==> src/rtl/tmds_pkg.sv <==
// Shared TMDS symbol tables, mode encodings and the stage-1 data record.
// Used by tmds_lane_enc and tmds_multi_lane_encoder.
package tmds_pkg;

    localparam logic [2:0] MODE_CTRL   = 3'd0;
    localparam logic [2:0] MODE_VIDEO  = 3'd1;
    localparam logic [2:0] MODE_ISLAND = 3'd2;
    localparam logic [2:0] MODE_VGUARD = 3'd3;
    localparam logic [2:0] MODE_DGUARD = 3'd4;

    // Indexed by {C1,C0}
    localparam logic [9:0] CTRL_CODE [4] = '{
        10'b1101010100, 10'b0010101011, 10'b0101010100, 10'b1010101011
    };

    localparam logic [9:0] TERC4_CODE [16] = '{
        10'b1010011100, 10'b1001100011, 10'b1011100100, 10'b1011100010,
        10'b0101110001, 10'b0100011110, 10'b0110001110, 10'b0100111100,
        10'b1011001100, 10'b0100111001, 10'b0110011100, 10'b1011000110,
        10'b1010001110, 10'b1001110001, 10'b0101100011, 10'b1011000011
    };

    localparam logic [9:0] GUARD_A = 10'b1011001100;
    localparam logic [9:0] GUARD_B = 10'b0100110011;

    typedef struct packed {
        logic       vid;
        logic [8:0] qm;
        logic [3:0] n1;
        logic [9:0] code;
    } s1_t;

    function automatic logic [3:0] popcount8(input logic [7:0] d);
        logic [3:0] n;
        n = '0;
        for (int i = 0; i < 8; i++) begin
            n = n + {3'b000, d[i]};
        end
        return n;
    endfunction

endpackage

==> src/rtl/tmds_lane_enc.sv <==
// One TMDS lane: stage 1 transition-minimises or looks up the symbol, stage 2 DC-balances.
// Optional macro TMDS_DISP_MON_EN exposes the running disparity and a sticky overflow flag.
module tmds_lane_enc
    import tmds_pkg::*;
#(
    parameter int LANE   = 0,
    parameter int DISP_W = 6
) (
    input  logic                     clklow,
    input  logic                     reset,
    input  logic                     ce,
    input  logic [2:0]               mode,
    input  logic [7:0]               pix,
    input  logic [1:0]               ctl,
    input  logic [3:0]               aux,
    output logic [9:0]               q
`ifdef TMDS_DISP_MON_EN
    ,
    output logic signed [DISP_W-1:0] disp_cnt,
    output logic                     disp_err
`endif
);

    localparam logic signed [DISP_W-1:0] ZERO    = '0;
    localparam logic signed [DISP_W-1:0] TWO     = DISP_W'(2);
    localparam logic signed [DISP_W-1:0] EIGHT   = DISP_W'(8);

    logic [3:0]  n1_pix;
    logic        use_xnor;
    logic [8:0]  qm;
    logic [9:0]  code;
    s1_t         s1_p1;

    always_comb begin
        n1_pix   = popcount8(pix);
        use_xnor = (n1_pix > 4'd4) || ((n1_pix == 4'd4) && !pix[0]);
        qm       = '0;
        qm[0]    = pix[0];
        for (int i = 1; i < 8; i++) begin
            qm[i] = use_xnor ? ~(qm[i-1] ^ pix[i]) : (qm[i-1] ^ pix[i]);
        end
        qm[8]    = ~use_xnor;
    end

    always_comb begin
        case (mode)
            MODE_ISLAND: code = TERC4_CODE[aux];
            MODE_VGUARD: code = (LANE == 1) ? GUARD_B : GUARD_A;
            MODE_DGUARD: code = (LANE == 0) ? TERC4_CODE[{2'b11, ctl}] : GUARD_B;
            default:     code = CTRL_CODE[ctl];
        endcase
    end

    // ---- stage 1 -> stage 2 boundary ----
    always_ff @(posedge clklow) begin
        if (reset) begin
            s1_p1 <= '{vid: 1'b0, qm: 9'd0, n1: 4'd0, code: CTRL_CODE[0]};
        end else if (ce) begin
            s1_p1.vid  <= (mode == MODE_VIDEO);
            s1_p1.qm   <= qm;
            s1_p1.n1   <= popcount8(qm[7:0]);
            s1_p1.code <= code;
        end
    end

    logic signed [DISP_W-1:0] cnt_p2;
    logic signed [DISP_W-1:0] cnt_nxt;
    logic signed [DISP_W-1:0] n1_s;
    logic signed [DISP_W-1:0] diff;
    logic [9:0]               q_nxt;
    logic                     qm8;

    always_comb begin
        qm8  = s1_p1.qm[8];
        n1_s = $signed({{(DISP_W-4){1'b0}}, s1_p1.n1});
        diff = n1_s + n1_s - EIGHT;
        if (!s1_p1.vid) begin
            q_nxt   = s1_p1.code;
            cnt_nxt = ZERO;
        end else if ((cnt_p2 == ZERO) || (s1_p1.n1 == 4'd4)) begin
            q_nxt   = {~qm8, qm8, qm8 ? s1_p1.qm[7:0] : ~s1_p1.qm[7:0]};
            cnt_nxt = qm8 ? (cnt_p2 + diff) : (cnt_p2 - diff);
        end else if (((cnt_p2 > ZERO) && (s1_p1.n1 > 4'd4)) ||
                     ((cnt_p2 < ZERO) && (s1_p1.n1 < 4'd4))) begin
            q_nxt   = {1'b1, qm8, ~s1_p1.qm[7:0]};
            cnt_nxt = cnt_p2 - diff + (qm8 ? TWO : ZERO);
        end else begin
            q_nxt   = {1'b0, qm8, s1_p1.qm[7:0]};
            cnt_nxt = cnt_p2 + diff - (qm8 ? ZERO : TWO);
        end
    end

    // ---- stage 2 output register ----
    always_ff @(posedge clklow) begin
        if (reset) begin
            q      <= CTRL_CODE[0];
            cnt_p2 <= ZERO;
        end else if (ce) begin
            q      <= q_nxt;
            cnt_p2 <= cnt_nxt;
        end
    end

`ifdef TMDS_DISP_MON_EN
    localparam logic signed [DISP_W-1:0] LIM     = DISP_W'(10);
    localparam logic signed [DISP_W-1:0] NEG_LIM = DISP_W'(-10);

    always_ff @(posedge clklow) begin
        if (reset) begin
            disp_err <= 1'b0;
        end else if (ce && ((cnt_nxt > LIM) || (cnt_nxt < NEG_LIM))) begin
            disp_err <= 1'b1;
        end
    end

    assign disp_cnt = cnt_p2;
`endif

endmodule

==> src/rtl/tmds_multi_lane_encoder.sv <==
// NUM_CH-lane TMDS/TERC4/guard-band symbol encoder with a 2-stage ce-gated pipeline.
// Optional macro TMDS_DISP_MON_EN adds disp_cnt/disp_err monitor outputs.
module tmds_multi_lane_encoder
    import tmds_pkg::*;
#(
    parameter int NUM_CH = 3,
    parameter int DISP_W = 6
) (
    input  logic                       clklow,
    input  logic                       reset,
    input  logic                       ce,
    input  logic [2:0]                 mode,
    input  logic [8*NUM_CH-1:0]        pix_data,
    input  logic [2*NUM_CH-1:0]        H_VSync_Ctr,
    input  logic [4*NUM_CH-1:0]        aux_data,
    output logic [10*NUM_CH-1:0]       q_out,
    output logic                       q_valid
`ifdef TMDS_DISP_MON_EN
    ,
    output logic [DISP_W*NUM_CH-1:0]   disp_cnt,
    output logic [NUM_CH-1:0]          disp_err
`endif
);

    for (genvar n = 0; n < NUM_CH; n++) begin : g_lane
        tmds_lane_enc #(
            .LANE   (n),
            .DISP_W (DISP_W)
        ) u_lane (
            .clklow   (clklow),
            .reset    (reset),
            .ce       (ce),
            .mode     (mode),
            .pix      (pix_data[8*n +: 8]),
            .ctl      (H_VSync_Ctr[2*n +: 2]),
            .aux      (aux_data[4*n +: 4]),
            .q        (q_out[10*n +: 10])
`ifdef TMDS_DISP_MON_EN
            ,
            .disp_cnt (disp_cnt[DISP_W*n +: DISP_W]),
            .disp_err (disp_err[n])
`endif
        );
    end

    logic vld_p1;
    logic vld_p2;

    // ---- valid travels beside the lane stages ----
    always_ff @(posedge clklow) begin
        if (reset) begin
            vld_p1 <= 1'b0;
            vld_p2 <= 1'b0;
        end else if (ce) begin
            vld_p1 <= ce;
            vld_p2 <= vld_p1;
        end
    end

    assign q_valid = vld_p2;

endmodule

==> config.mk <==
export PLATFORM = sky130hd
export DESIGN_NAME = tmds_multi_lane_encoder
export DESIGN_NICKNAME = d
export VERILOG_FILES = /design/src/rtl/tmds_pkg.sv /design/src/rtl/tmds_lane_enc.sv /design/src/rtl/tmds_multi_lane_encoder.sv
export SDC_FILE = /design/constraint.sdc
export NUM_CORES = 1
export LEC_CHECK = 0
export BUFFER_PORTS_ARGS = -buffer_cell sky130_fd_sc_hd__buf_2
export CORE_MARGIN = 3
export CORE_UTILIZATION = 50
export CTS_BUF_LIST = sky130_fd_sc_hd__clkbuf_4
export DETAILED_ROUTE_END_ITERATION = 7
export PLACE_DENSITY = 0.76
export SLEW_MARGIN = 30
export SYNTH_ARGS = -nofsm -noshare
export SYNTH_HDL_FRONTEND = slang
export SYNTH_HIERARCHICAL = 1
export SYNTH_SLANG_ARGS = --single-unit
==> constraint.sdc <==
create_clock -name clklow -period 8 [get_ports clklow]
set_clock_uncertainty 0.15 [all_clocks]
set_input_delay 2 -clock clklow [delete_from_list [all_inputs] [get_ports clklow]]
set_output_delay 2 -clock clklow [all_outputs]
set_load 0.02 [all_outputs]
==> flow_summary.ini, run 1 <==
[die]
core_um2 = 18330
ios = 79
dieArea_um2 = 20730
rows = 49
start_util = 0.5194
die_y_um = 144.0
die_x_um = 144.0

[power_and_ir_drop]
p_leak_nw = 4.675
p_per_area_nw_per_um2 = 268.4
seqPwrFrac = 0.255
power_mw = 2.817
power_frac_comb = 0.566
switching_power_mw = 1.185
p_sw_frac = 0.4209
clkPwrFrac = 0.179
vdd_drop_max_mv = 0.1651
p_int_mw = 1.631

[worst_setup_path]
arrival_ps = 7940
r2r_start = g_lane[2].u_lane/cnt_p2[2]$_SDFFE_PP0P_
crit_type = input pin to register
critPathCaptureType = register
crit_required_ps = 8290
reg2reg_to = g_lane[2].u_lane/q[4]$_SDFFE_PP1P_
cp-start-kind = input pin
r2r_slack_ps = 5190
critical_path.max_fanout = 3
worstRegToRegCells = 6

[timing]
tightest_slew_ps = 837.0
period_needed_ps = 7656
finalSetupViolCount = 0
drv_slew = 0
max_freq_mhz = 130.6
slew_headroom = 0.4399
hold_violations = 0
fin_ws_ps = 344.1
rsz0062_at_grt = no
fin_crit_sh = 0.9570

[placement]
post-dp-hpwl_mm = 16.49
placedCellCount = 1434
routabilityCongestion = 0.9088
place_ws_ps = -301.0
placed_area_um2 = 10150
numPortBuffers = 78

[worst_hold_path]
hp-class = register to register
min_from = g_lane[2].u_lane/q[1]$_SDFFE_PP0P_
min_to = g_lane[2].u_lane/q[1]$_SDFFE_PP0P_
hold_depth = 1

[logic_synthesis]
synth_top_area_cell = dfxtp_1
synth_top_area_frac = 0.2502
yosys_warnings = 6
ys_ff_latch = 119
async_flop_share = 0
synthCells = 1161
synthFlopType = dfxtp_1
syn_area_um2 = 9520
synth_most_common_cell = dfxtp_1
syn_area_per_cell_um2 = 8.200
synth.yosys.seq_area_share = 0.2502
synth.area.top_cells = dfxtp_1 (25%), ha_1 (13%), a21oi_1 (5.5%), xnor2_1 (5.3%), fa_1 (5.3%)
synthesis.nets = 1332
ys_types = 70
synth_edf_count = 0
synth_commonest_cells = dfxtp_1 (119), nor2_1 (113), a21oi_1 (104)

[clock_network]
clock-sinks = 119
htree_levels = 4
cts_buffer_depth = 2
worstSkewPairLatency_ps = 560
cts_root_buf = clkbuf_4
cts_tree = yes
postCtsSetupRepairBufs = 0
cts_buffers = 17
path_clk_slew_ps = 110

[global_route]
first_global_vias = 7798
grt_max_degree = 56
grt_pass1_wl_mm = 36.80
antenna_found_initial = 2
overflow = 0
grt_usage = 0.2159

[detailed_routing]
drtIter0Drc = 460
antenna_left = 0
vias = 8302
drt-vias-per-instance = 5.655
remaining_drc_errors = 0
wire_per_inst_um = 15.01
wirelength_mm = 22.03
first_pass_iters = 5

[finish]
final_cells = 1468
nets = 1395
area.sequential_um2 = 2382
fillers = 1658
multi_input_area_um2 = 6554
stdcell_area_um2 = 10500
area_growth_syn_to_layout_pct = 10.24
layout-drive-gt1-share = 0.1229

[run]
cap_viol_max_count = 0

[status]
status = finished clean
-- state kept, by name, indices dropped and copies added (netlist names) --
| signal | flops |
|---|---|
| g_lane.u_lane/cnt_p2 | 15 |
| g_lane.u_lane/n1_s | 12 |
| g_lane.u_lane/q | 30 |
| g_lane.u_lane/qm8 | 3 |
| g_lane.u_lane/s1_p1 | 57 |
| q_valid | 1 |
| vld_p1 | 1 |
-- cell families (layout without fill, tap and decap cells) --
| family | after synthesis | count (layout) | synth area share |
|---|---|---|---|
| AOI/OAI and AO/OA | 335 | 335 | 0.2230 |
| xor gates and xnor gates | 95 | 95 | 0.1030 |
| adders and majority gates | 123 | 123 | 0.1814 |
| buffers and inverters | 157 | 233 | 0.06216 |
| DFF | 119 | 119 | 0.2502 |
| muxes | 21 | 21 | 0.02287 |
| other | 0 | 2 | 0 |
| and+or+nand+nor | 311 | 311 | 0.1573 |
-- stage by stage --
| stage | setup TNS [ps] | hold WS [ps] | util |
|---|---|---|---|
| global route | 0 | 321.7 | 0.5725 |
| CTS | 0 | 312.6 | 0.5718 |
| detailed placement | -793.8 | 283.5 | 0.5535 |
| floorplan | 0 | 287.2 | - |
| global placement | -60.29 | 280.0 | 0.5535 |
| finish | 0 | 308.1 | 0.5725 |
-- how the worst max path moves through the flow --
stage                                                       end         start  depth (start not counted)
final                     g_lane[2].u_lane/n1_s[2]$_SDFFE_PP0P_  pix_data[16]                         25
after global placement    g_lane[2].u_lane/n1_s[2]$_SDFFE_PP0P_  pix_data[16]                         25
after floorplan           g_lane[0].u_lane/n1_s[2]$_SDFFE_PP0P_   pix_data[0]                         22
after global routing      g_lane[2].u_lane/n1_s[2]$_SDFFE_PP0P_  pix_data[16]                         25
after CTS                 g_lane[2].u_lane/n1_s[2]$_SDFFE_PP0P_  pix_data[16]                         25
after detailed placement  g_lane[2].u_lane/n1_s[2]$_SDFFE_PP0P_  pix_data[16]                         25
-- power groups by stage --
stage               Combinational [mW]  Clock [mW]  Sequential, mW
finish                            1.59       0.505           0.718
global route                      1.83       0.544           0.727
CTS                               1.59       0.517           0.718
detailed placement                1.59           0           0.732
global placement                  1.51           0           0.729
floorplan                         1.23           0           0.724
-- timing repair --
item                                    CTS  global route
endpoints found under the setup margin    0             1
endpoints found under the hold margin     0             0
gates resized for setup                   0             1
hold buffers                              0             0
-- routing by layer --
metal  vias to the layer above  GRT usage  wire length [um]  share of wire
met2                       217     0.3562             10370           0.47
met3                        39    0.03373               986          0.045
met1                      3860     0.2845             10240           0.47
li1                       4186          -                 -              -
met4                         0    0.08424               427          0.019
met5                         -          0                 0              0
-- layout by cell type, fill, tap and decap left out, drive strengths merged, types with 6 or more instances in the layout --
| cell type | netlist | layout |
|---|---|---|
| a211o | 10 | 10 |
| a211oi | 37 | 37 |
| a21o | 17 | 17 |
| a21oi | 105 | 105 |
| a221oi | 6 | 6 |
| a22oi | 10 | 10 |
| a31oi | 9 | 9 |
| and3 | 7 | 7 |
| buf | 7 | 98 |
| clkbuf | 47 | 18 |
| clkinv | 2 | 8 |
| dfxtp | 119 | 119 |
| fa | 25 | 25 |
| ha | 98 | 98 |
| inv | 101 | 103 |
| mux2i | 21 | 21 |
| nand2 | 61 | 61 |
| nand2b | 29 | 29 |
| nand3 | 23 | 23 |
| nand3b | 6 | 6 |
| nor2 | 113 | 113 |
| nor2b | 15 | 15 |
| nor3 | 22 | 22 |
| o211ai | 6 | 6 |
| o21ai | 73 | 73 |
| o22ai | 14 | 14 |
| o31ai | 8 | 8 |
| or2 | 7 | 7 |
| xnor2 | 66 | 66 |
| xor2 | 26 | 26 |
-- layout make-up --
class	instances	area share
multi-input cells	885	0.6245
flip-flops and latches	119	0.2270
repair buffers	98	0.05198
inverters	103	0.03684
well taps	229	0.02730
clock inverters	14	0.01907
clock buffers	18	0.01288
diodes	2	0.0004769
-- worst max-delay path, stage by stage --
cell	delay [ps]
buf_2	90
inv_1	60
fa_1	550
fa_1	430
fa_1	490
inv_1	40
ha_1	200
fa_1	430
or3b_2	490
a22oi_1	220
nand2_1	180
xnor2_1	270
fa_1	500
xor2_1	180
ha_1	290
inv_1	50
fa_1	450
inv_1	70
ha_1	150
inv_1	50
fa_1	370
xor2_1	140
nor2_1	50
a21oi_1	130
nor2_1	50
(Power assumes the default switching activity.)
==> inputs of run 2 (changes only) <==
Clock period 8 ns to 6.51 ns, I/O delays scaled along.
==> run 2 against run 1 <==
Against the previous run: the flow now finishes with violations (negative setup slack); non-clock buffer count rose by 53; combinational power rose by 53%; total power rose by 40%; global-route usage rose by 0.66 points; sequential power rose by 23%; setup slack got worse by 760 ps; flip-flop and latch count did not move; critical endpoint unchanged; largest cell class unchanged.
==> flow_summary.ini, run 2 (synthesis results as in run 1) <==
[worst_setup_path]
crit_top_cell = fa_1
cpLargestDelayFamily = adder cells
cp_slowest_cell = fa_1
critical_path.max_fanout = 3
arrival_ps = 7220
slowest_delay_ps = 560
cp_num_buf_inv = 6
cp-start-kind = input pin
crit_type = input pin to register
crit_required_ps = 6810
critPathCaptureType = register

[power_and_ir_drop]
vdd_drop_max_mv = 0.2469
p_leak_nw = 4.948
p_per_area_nw_per_um2 = 353.4
power_mw = 3.932

[die]
die_y_um = 144.0
core_um2 = 18330
ios = 79
dieArea_um2 = 20730
rows = 49
start_util = 0.5194
die_x_um = 144.0

[clock_network]
cts_buffer_depth = 2
cts_tree = yes
hold_buffers = 0
clock-sinks = 119
cts_buffers = 17
worstSkewPairLatency_ps = 560
path_clk_slew_ps = 120
cts_root_buf = clkbuf_4
htree_levels = 4

[global_route]
grt_max_degree = 68
grt_usage = 0.2224
overflow = 0
first_global_vias = 7964
antenna_found_initial = 2
grt_pass1_wl_mm = 37.81

[finish]
final_common_cell = dfxtp_1
reg_top3 = g_lane.u_lane/s1_p1 x57, g_lane.u_lane/q x30, g_lane.u_lane/cnt_p2 x15
final_cells = 1521
area_growth_syn_to_layout_pct = 16.85
nets = 1448
fillers = 1632
top_register = g_lane.u_lane/s1_p1
largest_reg_flops = 57
final_cell_mix = dfxtp_1 (119), nor2_1 (113), a21oi_1 (102), ha_1 (90), inv_1 (87)
layout-drive-gt1-share = 0.1930

[timing]
slew_headroom = 0.4489
max_freq_mhz = 144.4
finalSetupViolCount = 9
tightest_slew_ps = 823.6
fin_ws_ps = -413.3
fin_crit_sh = 1.063
drv_slew = 0
rsz0062_at_grt = yes
hold_violations = 0
period_needed_ps = 6923

[detailed_routing]
drtIter0Drc = 452
first_pass_iters = 5
drt-vias-per-instance = 5.616
remaining_drc_errors = 0
vias = 8542
antenna_left = 0
wire_per_inst_um = 14.92
wirelength_mm = 22.69

[run]
cap_viol_max_count = 0

[placement]
post-dp-hpwl_mm = 16.93
placedCellCount = 1466
place_ws_ps = -1179
routabilityCongestion = 0.9081
numPortBuffers = 78

[status]
failed_checks = negative setup slack
status = finished with violations

[worst_hold_path]
hp-class = register to register
run 2: per-stage QoR:
step	hold WS (ps)	cell area [um^2]	setup TNS, ps	util
CTS	313.2	11090	-1667	0.6049
finish	308.6	11120	-1832	0.6069
global placement	279.3	10550	-8476	0.5754
global route	330.2	11120	-3090	0.6069
detailed placement	284.1	10550	-9993	0.5754
floorplan	287.2	9681	-5581	-
run 2: path summary, 6_finish.rpt:
| path | to | cells after the start | from | slack, ps |
|---|---|---|---|---|
| worst min register to register | g_lane[1].u_lane/q[0]$_SDFFE_PP0P_ | 1 | g_lane[1].u_lane/q[0]$_SDFFE_PP0P_ | 310 |
| worst min-delay path | g_lane[1].u_lane/q[0]$_SDFFE_PP0P_ | 1 | g_lane[1].u_lane/q[0]$_SDFFE_PP0P_ | 310 |
| worst max register to register | g_lane[1].u_lane/q[0]$_SDFFE_PP0P_ | 8 | g_lane[1].u_lane/n1_s[2]$_SDFFE_PP0P_ | 3720 |
| worst max-delay path | g_lane[2].u_lane/n1_s[2]$_SDFFE_PP0P_ | 25 | pix_data[17] | -410 |
run 2: layer usage:
| metal | up-vias | GRT usage | share of wire |
|---|---|---|---|
| met5 | - | 0 | 0 |
| met2 | 201 | 0.3640 | 0.48 |
| met1 | 3992 | 0.2971 | 0.46 |
| li1 | 4306 | - | - |
| met4 | 0 | 0.08771 | 0.026 |
| met3 | 43 | 0.03175 | 0.041 |
run 2: timing repair:
item,CTS,global route
pin swaps,27,6
endpoints found under the setup margin,10,11
gates resized for setup,15,6
setup buffers,19,2
hold endpoints to repair,0,0
run 2: final cells by class:
| cell class | count | area (um^2) | area share |
|---|---|---|---|
| Multi-Input combinational cell | 885 | 6728 | 0.6048 |
| Sequential cell | 119 | 2382 | 0.2141 |
| Timing Repair Buffer | 151 | 979.7 | 0.08807 |
| Inverter | 103 | 411.6 | 0.03700 |
| Tap cell | 229 | 286.5 | 0.02576 |
| Clock inverter | 14 | 196.4 | 0.01766 |
| Clock buffer | 18 | 135.1 | 0.01215 |
| Antenna cell | 2 | 5.005 | 0.0004499 |
run 2: worst register-to-register path: stages, from the launching register on:
cell and delay, ps:
dfxtp_1 420, inv_1 90, ha_1 220, ha_1 180, nor2_1 580, mux2i_2 400
xnor2_1 320, a21oi_1 140, a21o_1 190
run 2: where the power goes:
part	total [mW]	internal (mW)	switching [mW]
clock	0.619	0.312	0.307
combinational	2.43	1.19	1.23
sequential	0.883	0.812	0.0712
